===== src/rtl/oram_axi_wr_slave.sv =====
// Single-outstanding AXI-style write responder: AW -> W beats -> B, writing beats into the output RAM.
// Optional macro ORAM_WR_SLV_ERRINJ_EN adds an errinj input that forces SLVERR on the accepted burst.
module oram_axi_wr_slave #(
  parameter int ID_WIDTH   = 8,
  parameter int ADDR_WIDTH = 10,
  parameter int DATA_WIDTH = 64,
  parameter int RAM_DEPTH  = 128
) (
  input  logic                         clk,
  input  logic                         rst,
  input  logic                         awvld,
  output logic                         awrdy,
  input  logic [ID_WIDTH-1:0]          awid,
  input  logic [ADDR_WIDTH-1:0]        awaddr,
  input  logic [7:0]                   awlen,
  input  logic [2:0]                   awsize,
  input  logic [1:0]                   awburst,
`ifdef ORAM_WR_SLV_ERRINJ_EN
  input  logic                         errinj,
`endif
  input  logic                         wvld,
  output logic                         wrdy,
  input  logic [DATA_WIDTH-1:0]        wdata,
  input  logic [DATA_WIDTH/8-1:0]      wstrb,
  input  logic                         wlast,
  input  logic [11:0]                  w_oram_addr,
  output logic                         bvld,
  input  logic                         brdy,
  output logic [ID_WIDTH-1:0]          bid,
  output logic [1:0]                   bresp,
  output logic [11:0]                  b_oram_addr,
  output logic                         ram_wen,
  output logic [$clog2(RAM_DEPTH)-1:0] ram_addr,
  output logic [DATA_WIDTH-1:0]        ram_wdata,
  output logic [DATA_WIDTH/8-1:0]      ram_wstrb
);

  typedef enum logic [1:0] {IDLE = 2'd0, DATA = 2'd1, RESP = 2'd2} state_e;

  localparam logic [31:0] DEPTH_L = 32'(RAM_DEPTH);

  state_e                state_q, state_d;
  logic [ID_WIDTH-1:0]   id_q, id_d;
  logic [7:0]            len_q, len_d;
  logic [7:0]            cnt_q, cnt_d;
  logic [1:0]            burst_q, burst_d;
  logic [6:0]            base_q, base_d;
  logic                  err_q, err_d;
  logic                  inj_q, inj_d;
  logic [11:0]           boram_q, boram_d;

  logic [8:0]            beat_addr_s;
  logic                  in_range_s;
  logic                  beat_s;
  logic                  aw_bad_s;
  logic                  inj_in_s;
  logic                  unused_s;

`ifdef ORAM_WR_SLV_ERRINJ_EN
  assign inj_in_s = errinj;
`else
  assign inj_in_s = 1'b0;
`endif

  // wlast is deliberately ignored: awlen alone terminates the burst.
  assign unused_s = wlast;

  // 9-bit beat address never wraps, so anything past the RAM is caught by the range check.
  assign beat_addr_s = (burst_q == 2'b00) ? {2'b00, base_q}
                                          : ({2'b00, base_q} + {1'b0, cnt_q});
  assign in_range_s  = ({23'd0, beat_addr_s} < DEPTH_L);
  assign beat_s      = (state_q == DATA) && wvld;
  assign aw_bad_s    = (awsize != 3'd3) || (awaddr[2:0] != 3'd0) || (awburst[1] == 1'b1);

  assign awrdy       = (state_q == IDLE);
  assign wrdy        = (state_q == DATA);
  assign bvld        = (state_q == RESP);
  assign bid         = id_q;
  assign bresp       = ((state_q == RESP) && (err_q || inj_q)) ? 2'b10 : 2'b00;
  assign b_oram_addr = boram_q;

  assign ram_wen     = beat_s && !err_q && in_range_s;
  assign ram_addr    = beat_addr_s[$clog2(RAM_DEPTH)-1:0];
  assign ram_wdata   = wdata;
  assign ram_wstrb   = wstrb;

  // Burst state register.
  always_ff @(posedge clk or posedge rst) begin
    if (rst) begin
      state_q <= IDLE;
      id_q    <= '0;
      len_q   <= 8'd0;
      cnt_q   <= 8'd0;
      burst_q <= 2'b00;
      base_q  <= 7'd0;
      err_q   <= 1'b0;
      inj_q   <= 1'b0;
      boram_q <= 12'd0;
    end else begin
      state_q <= state_d;
      id_q    <= id_d;
      len_q   <= len_d;
      cnt_q   <= cnt_d;
      burst_q <= burst_d;
      base_q  <= base_d;
      err_q   <= err_d;
      inj_q   <= inj_d;
      boram_q <= boram_d;
    end
  end

  // Next-state logic for the AW / W / B sequence.
  always_comb begin
    state_d = state_q;
    id_d    = id_q;
    len_d   = len_q;
    cnt_d   = cnt_q;
    burst_d = burst_q;
    base_d  = base_q;
    err_d   = err_q;
    inj_d   = inj_q;
    boram_d = boram_q;
    case (state_q)
      IDLE: begin
        if (awvld) begin
          id_d    = awid;
          len_d   = awlen;
          burst_d = awburst;
          base_d  = awaddr[9:3];
          cnt_d   = 8'd0;
          err_d   = aw_bad_s;
          inj_d   = inj_in_s;
          state_d = DATA;
        end else begin
          state_d = IDLE;
        end
      end
      DATA: begin
        if (wvld) begin
          cnt_d = cnt_q + 8'd1;
          if (!in_range_s) begin
            err_d = 1'b1;
          end else begin
            err_d = err_q;
          end
          if (cnt_q == 8'd0) begin
            boram_d = w_oram_addr;
          end else begin
            boram_d = boram_q;
          end
          if (cnt_q == len_q) begin
            state_d = RESP;
          end else begin
            state_d = DATA;
          end
        end else begin
          state_d = DATA;
        end
      end
      RESP: begin
        if (brdy) begin
          state_d = IDLE;
        end else begin
          state_d = RESP;
        end
      end
      default: state_d = IDLE;
    endcase
  end

endmodule


===== config.mk =====
export PLATFORM = sky130hd
export DESIGN_NAME = oram_axi_wr_slave
export DESIGN_NICKNAME = d
export VERILOG_FILES = /design/src/rtl/oram_axi_wr_slave.sv
export SDC_FILE = /design/constraint.sdc
export NUM_CORES = 1
export LEC_CHECK = 0
export ABC_CLOCK_PERIOD_IN_PS = 3950
export CORE_MARGIN = 2
export CORE_UTILIZATION = 38
export CTS_BUF_LIST = sky130_fd_sc_hd__clkbuf_2 sky130_fd_sc_hd__clkbuf_4 sky130_fd_sc_hd__clkbuf_8
export DETAILED_ROUTE_END_ITERATION = 7
export PLACE_DENSITY = 0.88
export SYNTH_ARGS = -nofsm -noshare
export SYNTH_HDL_FRONTEND = slang
export SYNTH_SLANG_ARGS = --single-unit

===== constraint.sdc =====
create_clock -name clk -period 3.95 [get_ports clk]
set_input_delay 1.185 -clock clk [delete_from_list [all_inputs] [get_ports clk]]
set_output_delay 1.185 -clock clk [all_outputs]
set_load 0.01 [all_outputs]

==> metrics.md <==
| Metric | Value |
|---|---|
| Status | completed |
| Setup crit end kind | primary output |
| Flops & latches, synth | 48 |
| Post-Synthesis Cells | 286 |
| Vias in the first global route | 2,196 |
| Final setup violation count | 0 |
| Clock latency at the later pin of the worst-skew pair | 300 ps |
| Routed Antenna Nets | 0 |
| Most common cell after layout, fill and taps aside | clkdlybuf4s50_1 |
| Worst setup SP type | input pin |
| WP data arrival | between 2000 and 3000 ps |
| Leading register cell type out of synthesis | dfrtp_1 |
| Die H | 94 um |
| P_sw | between 1 and 1.5 mW |
| Worst vdd ir | ~0.48 mV |
| Static Leak | 1.54 nW |
| CTS Hold Buffers Added | 0 |
| Clock H-tree levels | 2 |
| Sequential area share after synthesis | just under 40% |
| Fmax | 261 MHz |
| Final Cycle Share | 96.9% |
| Post-synth top area share | between 30% and 40% |
| Avg Cell Area, Syn | ~11 um2 |
| FFs w/ async S/R, synth | 100% |
| CP required | approximately 2800 ps |
| Dpl cell area | about 0.0034 mm2 |
| Seq. cell area | between 0.001 and 0.0015 mm2 |
| Switching Fraction | 36.6% |
| CP Max Fanout | 4 |
| Power Density | 771 mW/mm2 |
| Nets | 427 |
| Vias | 1,995 |
| Share of cells above drive strength 1 | 11.4% |
| Clock slew at reported path FFs | 80 ps |
| Pwr Total | 2.74 mW |
| Post-CTS setup buffer count | 0 |
| Critical path class | in2out |
| Clk root buf | clkbuf_8 |
| Minimum clock period | 3830 ps |
| Fillers | 724 |
| Yosys warns | 0 |
| CORE AREA | about 0.0078 mm2 |
| Most frequent cells in the layout | 78 x clkdlybuf4s50_1, 47 x dfrtp_1, 26 x mux2_1 |
| Synthesized Nets | approximately 420 |
| Number of synthesized flops with an enable pin | 0 |
| Clk pwr share | a little under an eighth |
| PortBufs | 79 |
| Cts bufs inserted | 5 |
| GPL Wtd Cong | 0.807 |
| Design Area, Final | 0.00355 mm2 |
| Largest net degree at the start of global routing | between 40 and 50 |
| All-layer global routing usage | 16.0% |
| Drt wl/cell | between 15 and 20 um |
| Vias per inst | ~5 |
| Top Ports | 226 |
| Fin. max-slew vios | 0 |
| DP HPWL | 5690 um |
| Initial Util | around two fifths |
| R2R depth | 6 |
| Post-Syn Area | 0.00308 mm2 |
| Comb pwr share | 55.5% |
| Cell internal pwr | 1.74 mW |
| Hold Path Stages | 1 |
| RSZ-0062 raised after global routing | no |
| Num rows | 32 |
| Worst Skew | 6.14 ps |
| Clock Sinks | 48 |
| Drt drc | 0 |
| 1st-pass router iterations | 4 |
| Total negative setup slack | 0 ps |
| Die ar. | 0.00884 mm2 |
| Die width | 94 um |
| Total wire length | 7050 um |
| Aggregate global routing overflow | 0 |
| Area contributors post-synth | dfrtp_1 39%, buf_4 18%, mux2_1 9.5% |
| Bufs on Longest Clock Path | 2 |
| Initial drt markers | 62 |
| Dominant cell type by area after synthesis | dfrtp_1 |
| Antenna diodes | 0 |
| Hold WC Path Type | reg2reg |
| Worst rel slew slack | between 30% and 40% |
| Layout overhead on the synthesized area | 15.4% |
| Max-cap viol count | 0 |
| Initial antenna violation count | 0 |
| Global-route wire length before repair | about 11,000 um |
| CTS tree | done |
| Fin. Hold Viols | 0 |
| Multi-input logic area | 0.00126 mm2 |
| Cell variety after synth | just under 50 |
| Sequential share of power | between 30% and 40% |
| Worst Tran Pin Value | 969 ps |
-- routing by layer --
metal	GRT usage (%)	vias to the layer above	share of wire, %
li1	-	914	-
met3	7.30	22	13
met4	5.56	0	1.6
met5	0	-	0
met1	16.1	929	35
met2	28.9	130	50
-- synth_stat cells (2+ instances only) --
| cell type | number |
|---|---|
| buf_4 | 75 |
| xnor2_1 | 2 |
| xor2_1 | 14 |
| o211ai_1 | 2 |
| mux2_1 | 26 |
| o21ai_1 | 3 |
| buf_2 | 4 |
| nand2_1 | 12 |
| nor2b_1 | 3 |
| mux2_4 | 10 |
| dfrtp_1 | 48 |
| nor3_1 | 5 |
| ha_1 | 9 |
| o21ai_0 | 5 |
| a21oi_1 | 5 |
| nand4_1 | 3 |
| nand3_1 | 2 |
| o21a_1 | 3 |
| nor4_1 | 3 |
| nor2_1 | 11 |
| inv_1 | 8 |
| a211oi_1 | 2 |
| a21o_1 | 3 |
| o31ai_1 | 3 |
-- registers in the layout, summed over array words and instances, names as in the netlist --
register,flops
bid,8
err_q,1
base_q,7
state_q,2
cnt_q,8
burst_q,2
len_q,8
b_oram_addr,12
-- per-stage QoR --
step	setup WS (ps)	hold slack, ps	instances	utilization, %
after floorplan	809	478	286	-
after global placement	88.6	468	391	44.1
after detailed placement	57.6	478	391	44.1
after CTS	52.0	498	399	45.3
after global routing	23.9	509	399	45.5
final	124	495	399	45.5
-- kinds of logic after synthesis --
group           after synthesis  synth area share, %
simple gates                 49                 8.90
buf+inv                      90                 20.5
flops                        48                 39.0
mux                          38                 15.1
fa+ha+maj                    10                 4.31
compound gates               34                 7.48
other cells                   1                0.122
xor+xnor                     16                 4.55
-- worst paths after layout --
| kind | startpoint | end | slack [ps] |
|---|---|---|---|
| worst max-delay path | wvld | ram_wen | 120 |
| worst min-delay path | bid[7] | bid[7] | 500 |
| worst max register to register | cnt_q[0] | b_oram_addr[8] | 2060 |
| worst min register to register | bid[7] | bid[7] | 500 |
| max in group asynchronous | rst | cnt_q[1] | 1870 |
| min in group asynchronous | rst | b_oram_addr[8] | 1420 |
-- power groups by stage --
| stage | sequential [mW] | clock [mW] | combinational (mW) |
|---|---|---|---|
| 6_report | 0.904 | 0.313 | 1.52 |
| 5_1_grt | 0.936 | 0.345 | 1.67 |
| 4_1_cts | 0.902 | 0.323 | 1.53 |
| 3_5_place_dp | 0.906 | 0 | 1.53 |
| 3_3_place_gp | 0.896 | 0 | 1.48 |
| 2_1_floorplan | 0.915 | 0 | 0.913 |
-- critical path, cell delays in order --
cell and delay [ps]:
clkdlybuf4s50_1 510, nand2_2 100, nor3_2 120, a31o_1 160, clkdlybuf4s50_1 550
-- timing repair --
action	CTS	global route
endpoints found under the hold margin	0	0
gates resized for setup	1	4
setup endpoints to repair	1	1
-- layout make-up --
| class | instances | share of cell area, % |
|---|---|---|
| Multi-Input combinational cell | 148 | 35.6 |
| Sequential cell | 48 | 33.8 |
| Timing Repair Buffer | 84 | 23.3 |
| Tap cell | 102 | 3.59 |
| Clock buffer | 7 | 2.54 |
| Inverter | 9 | 0.951 |
| Clock inverter | 1 | 0.211 |
No activity file was read; power rests on OpenSTA's default activity.
==> RTL change 1 (same settings) <==
Encoding of `state_e`: now one-hot (3 bits for 3 states).
--- a/src/rtl/oram_axi_wr_slave.sv
+++ b/src/rtl/oram_axi_wr_slave.sv
@@ -36,5 +36,5 @@
 );
 
-  typedef enum logic [1:0] {IDLE = 2'd0, DATA = 2'd1, RESP = 2'd2} state_e;
+  typedef enum logic [2:0] {IDLE = 3'b001, DATA = 3'b010, RESP = 3'b100} state_e;
 
   localparam logic [31:0] DEPTH_L = 32'(RAM_DEPTH);
Check against the original RTL: same outputs for any inputs over 4 cycles, from zero or initial values and one cycle with rst high; so few cycles prove little.
==> RTL change 1 against the unedited design <==
Cell area grew 0.14%. Critical path depth grew 4. Cell count grew 13%. Clock power grew 2%. Total power shrank 17%. Routed wire length shrank 3.2%. Combinational power shrank 28%. Global-route usage shrank 0.058 points. Sequential cell count grew 1. Worst setup slack gained 0.041 ns. Sequential share of layout area grew 0.66 points. Sequential power shrank 6.6%. Area after synthesis shrank 0.61%. Worst hold slack lost 0.011 ns. Critical path type is now register to output pin.
==> RTL change 1: results (changes against the unedited design) <==
* Worst hold slack at 0.484 ns (was 0.495 ns)
* Filler cell count at 750 (was 724)
* Max VDD drop at 261 uV (was 477 uV)
* Routed length per placed instance at 15.1 um (was 17.7 um)
* Synth cell count leaders: nand2_1 (83), buf_4 (75), dfrtp_1 (48) (was buf_4 (75), dfrtp_1 (48), mux2_1 (26))
* Crit path max fanout at 3 (was 4)
* Via/cell ratio at 5.02 (was 5.00)
* Largest net degree at the start of global routing at 50 (was 49)
* Net Sw Frac at 36.3% (was 36.6%)
* Run status: finished clean (unchanged)
* Via count of the routed design at 2266 (was 1995)
* Pleak at 1.66 nW (was 1.54 nW)
* Placed Cells incl. Taps at 443 (was 391)
* Post-CTS Resized at 4 (was 1)
* Slew margin rel. at 30.3% (was 35.3%)
* Total global routing track utilization at 15.9% (was 16.0%)
* Avg Inst Size Synth at 9.00 um2 (was 10.8 um2)
* Share of layout cells above drive strength 1 at 11.2% (was 11.4%)
* Unique masters post-synth at 43 (was 49)
* Synthesized net count at 471 (was 417)
* Clock Skew at 0.0151 ns (was 0.00614 ns)
* Dpl ws at 0.0713 ns (was 0.0576 ns)
* Hold Path End: bid[3] (was bid[7])
* Reg-to-reg critical path endpoint: err_q (was b_oram_addr[8])
* Placed Area at 0.00344 mm2 (about the same)
* Gpl congestion at 0.867 (was 0.807)
* Worst Hold Launch: bid[3] (was bid[7])
* Register area share after synthesis at 40.1% (was 39.0%)
* Initial DRC Count at 84 (was 62)
* Fin nets at 479 (was 427)
-- RTL change 1: cell types whose count changed in the layout (fill, tap and decap cells not counted), moves of 3 or more --
cell / unedited run / this run
mux2_2: 1 / 13
nor2_1: 11 / 15
nand2_1: 11 / 83
nor2b_1: 3 / 0
mux2_1: 26 / 0
o21ai_0: 5 / 13
o21ai_1: 3 / 0
nand3_1: 2 / 6
mux2_4: 10 / 0
-- RTL change 1: cells by family after synthesis --
group | Yosys count | share of synthesized area, %
and+or+nand+nor | 124 | 18.2
AOI/OAI and AO/OA | 37 | 7.89
DFF | 49 | 40.1
adders and majority gates | 10 | 4.34
xor gates and xnor gates | 14 | 4.01
buffers and inverters | 92 | 20.5
muxes | 13 | 4.79
other | 1 | 0.123
-- RTL change 1: routing by layer --
metal	GRT usage, %	vias to the layer above	routed length, um
li1	-	1062	-
met1	18.5	1069	2740
met2	27.0	105	3350
met3	5.14	30	569
met4	6.52	0	174
met5	0	-	0
-- RTL change 1: area by class of cell --
type	count	area [um2]	area share [%]
multi-input combinational	199	1240	34.9
tap	102	128	3.59
clock inverter	2	16.3	0.457
sequential	49	1230	34.5
timing repair buffer	85	833	23.4
clock buffer	6	82.6	2.32
inverter	8	30.0	0.844
-- RTL change 1: worst max-delay path, cell delays in order, from the launching register on --
cell	delay (ns)
dfrtp_1	0.40
ha_1	0.25
inv_1	0.09
fa_2	0.25
nor2b_4	0.05
o31a_1	0.27
o31a_1	0.31
nor4b_4	0.29
o311a_1	0.24
clkbuf_2	0.15
-- RTL change 1: power groups by stage --
stage	Sequential, mW	Clock, mW	Combinational (mW)
detailed placement	0.854	0	1.11
finish	0.844	0.318	1.10
CTS	0.844	0.332	1.12
global route	0.872	0.348	1.22
floorplan	0.871	0	0.609
global placement	0.841	0	1.07
==> RTL change 2 (same flow settings) <==
Made on the original files. The option `ORAM_WR_SLV_ERRINJ_EN` is turned on by a define.
--- a/src/rtl/oram_axi_wr_slave.sv
+++ b/src/rtl/oram_axi_wr_slave.sv
@@ -1,4 +1,6 @@
 // Single-outstanding AXI-style write responder: AW -> W beats -> B, writing beats into the output RAM.
 // Optional macro ORAM_WR_SLV_ERRINJ_EN adds an errinj input that forces SLVERR on the accepted burst.
+`define ORAM_WR_SLV_ERRINJ_EN
+
 module oram_axi_wr_slave #(
   parameter int ID_WIDTH   = 8,
Ports: changed (added errinj); port bits go from 226 to 227. The function was not compared with the original's and may differ.
==> RTL change 2 against the unedited design <==
Cell area shrank 0.56%. Global-route usage is 1.4 points higher. First-iteration DRC count is 35% higher. Critical path type is now register to output pin. Core utilization is 0.21 points higher. Routed wire length up 6.8%. Total power is 2.2% lower. Worst hold slack better by 0.011 ns. Area after synthesis is 1.3% lower. Worst setup slack better by 0.020 ns. Maximum frequency grew 0.52%. Count of clock-buffer cells in the layout unchanged. Sequential cell count is 1 higher. Highest routed layer unchanged.
==> RTL change 2: results (changes against the unedited design) <==
* Run status: finished clean (unchanged)
* R2r setup slk at 1.74 ns (was 2.06 ns)
* Initial DRC Count at 84 (was 62)
* Clock Skew at 0.00679 ns (was 0.00614 ns)
* Crit-path slowest cell: dfrtp_1 (was clkdlybuf4s50_1)
* #FFs+latches synth at 49 (was 48)
* Crit path max fanout at 3 (was 4)
* Placed Cells incl. Taps at 393 (was 391)
* Synth cell count leaders: buf_4 (75), dfrtp_1 (49), mux2_2 (38) (was buf_4 (75), dfrtp_1 (48), mux2_1 (26))
* Vias in the first global route at 2175 (was 2196)
* Top post-synthesis cells by area: dfrtp_1 (40%), buf_4 (19%), mux2_2 (14%), xor2_1 (3.7%), ha_1 (3.7%) (was dfrtp_1 (39%), buf_4 (18%), mux2_1 (9.5%), mux2_4 (4.9%), xor2_1 (4.0%))
* Non-Filler Instances at 400 (was 399)
* Share of layout cells above drive strength 1 at 19.5% (was 11.4%)
* Placed Area at 0.00342 mm2 (was 0.00344 mm2)
* Pleak at 1.48 nW (was 1.54 nW)
* Asr flop ratio synth at 100% (unchanged)
* Post-Synthesis Cells at 288 (was 286)
* Critical path origin: base_q[0] (was wvld)
* Multi-input logic area at 0.00122 mm2 (was 0.00126 mm2)
* Fin nets at 430 (was 427)
* Routed WL at 7530 um (was 7050 um)
* Gpl congestion at 0.786 (was 0.807)
* Via/cell ratio at 5.03 (was 5.00)
* First-pass GRT wire length at 11600 um (was 10900 um)
* Hpwl dp at 6070 um (was 5690 um)
* Filler cell count at 699 (was 724)
* I/O Buffers at 80 (was 79)
* CP max stage delay at 0.41 ns (was 0.55 ns)
* Reg2Reg Depth at 8 (was 6)
* Largest net degree at the start of global routing at 50 (was 49)
* Max VDD drop at 391 uV (was 477 uV)
* Minimum clock period at 3.81 ns (was 3.83 ns)
* Register area share after synthesis at 40.4% (was 39.0%)
-- RTL change 2: final cells by class --
class	count	area share (%)
clock buffers	7	2.55
inverters	7	0.744
multi-input cells	150	34.6
flip-flops and latches	49	34.7
well taps	102	3.61
repair buffers	85	23.8
-- RTL change 2: worst max-delay path, delay by kind of cell, from the launching register on --
kind	cells	cell delay (ns)
fa+ha+maj	2	0.49
buf+inv	2	0.34
simple gates	2	0.34
compound gates	3	0.73
flops	1	0.41
-- RTL change 2: how the worst min path moves through the flow --
stage	startpoint	endpoint	slack, ns
after floorplan	inj_q	inj_q	0.48
after global placement	b_oram_addr[3]	b_oram_addr[3]	0.49
after detailed placement	b_oram_addr[1]	b_oram_addr[1]	0.49
after CTS	b_oram_addr[8]	b_oram_addr[8]	0.51
after global routing	b_oram_addr[8]	b_oram_addr[8]	0.52
final	b_oram_addr[11]	b_oram_addr[11]	0.51
-- RTL change 2: what timing repair did --
| item | CTS | global route |
|---|---|---|
| resized for setup | 2 | 5 |
| pin swaps | 1 | 0 |
| setup endpoints to repair | 1 | 3 |
-- RTL change 2: cells by family after synthesis --
| family | Yosys count | share of synthesized area, % |
|---|---|---|
| fa+ha+maj | 10 | 4.37 |
| xor+xnor | 15 | 4.32 |
| mux | 38 | 14.1 |
| compound gates | 35 | 7.41 |
| other cells | 1 | 0.123 |
| buf+inv | 89 | 20.4 |
| simple gates | 51 | 8.90 |
| flops | 49 | 40.4 |
-- RTL change 2: routing by layer --
metal	part of all wire [%]	global-route usage, %
met5	0	0
met2	50	30.7
met4	1.4	5.02
met3	14	9.19
met1	35	17.6
-- RTL change 2: where the power goes --
part           internal [mW]  switching [mW]  total [mW]
registers              0.731           0.167       0.898
clock network          0.146           0.158       0.304
logic                  0.834           0.640        1.47
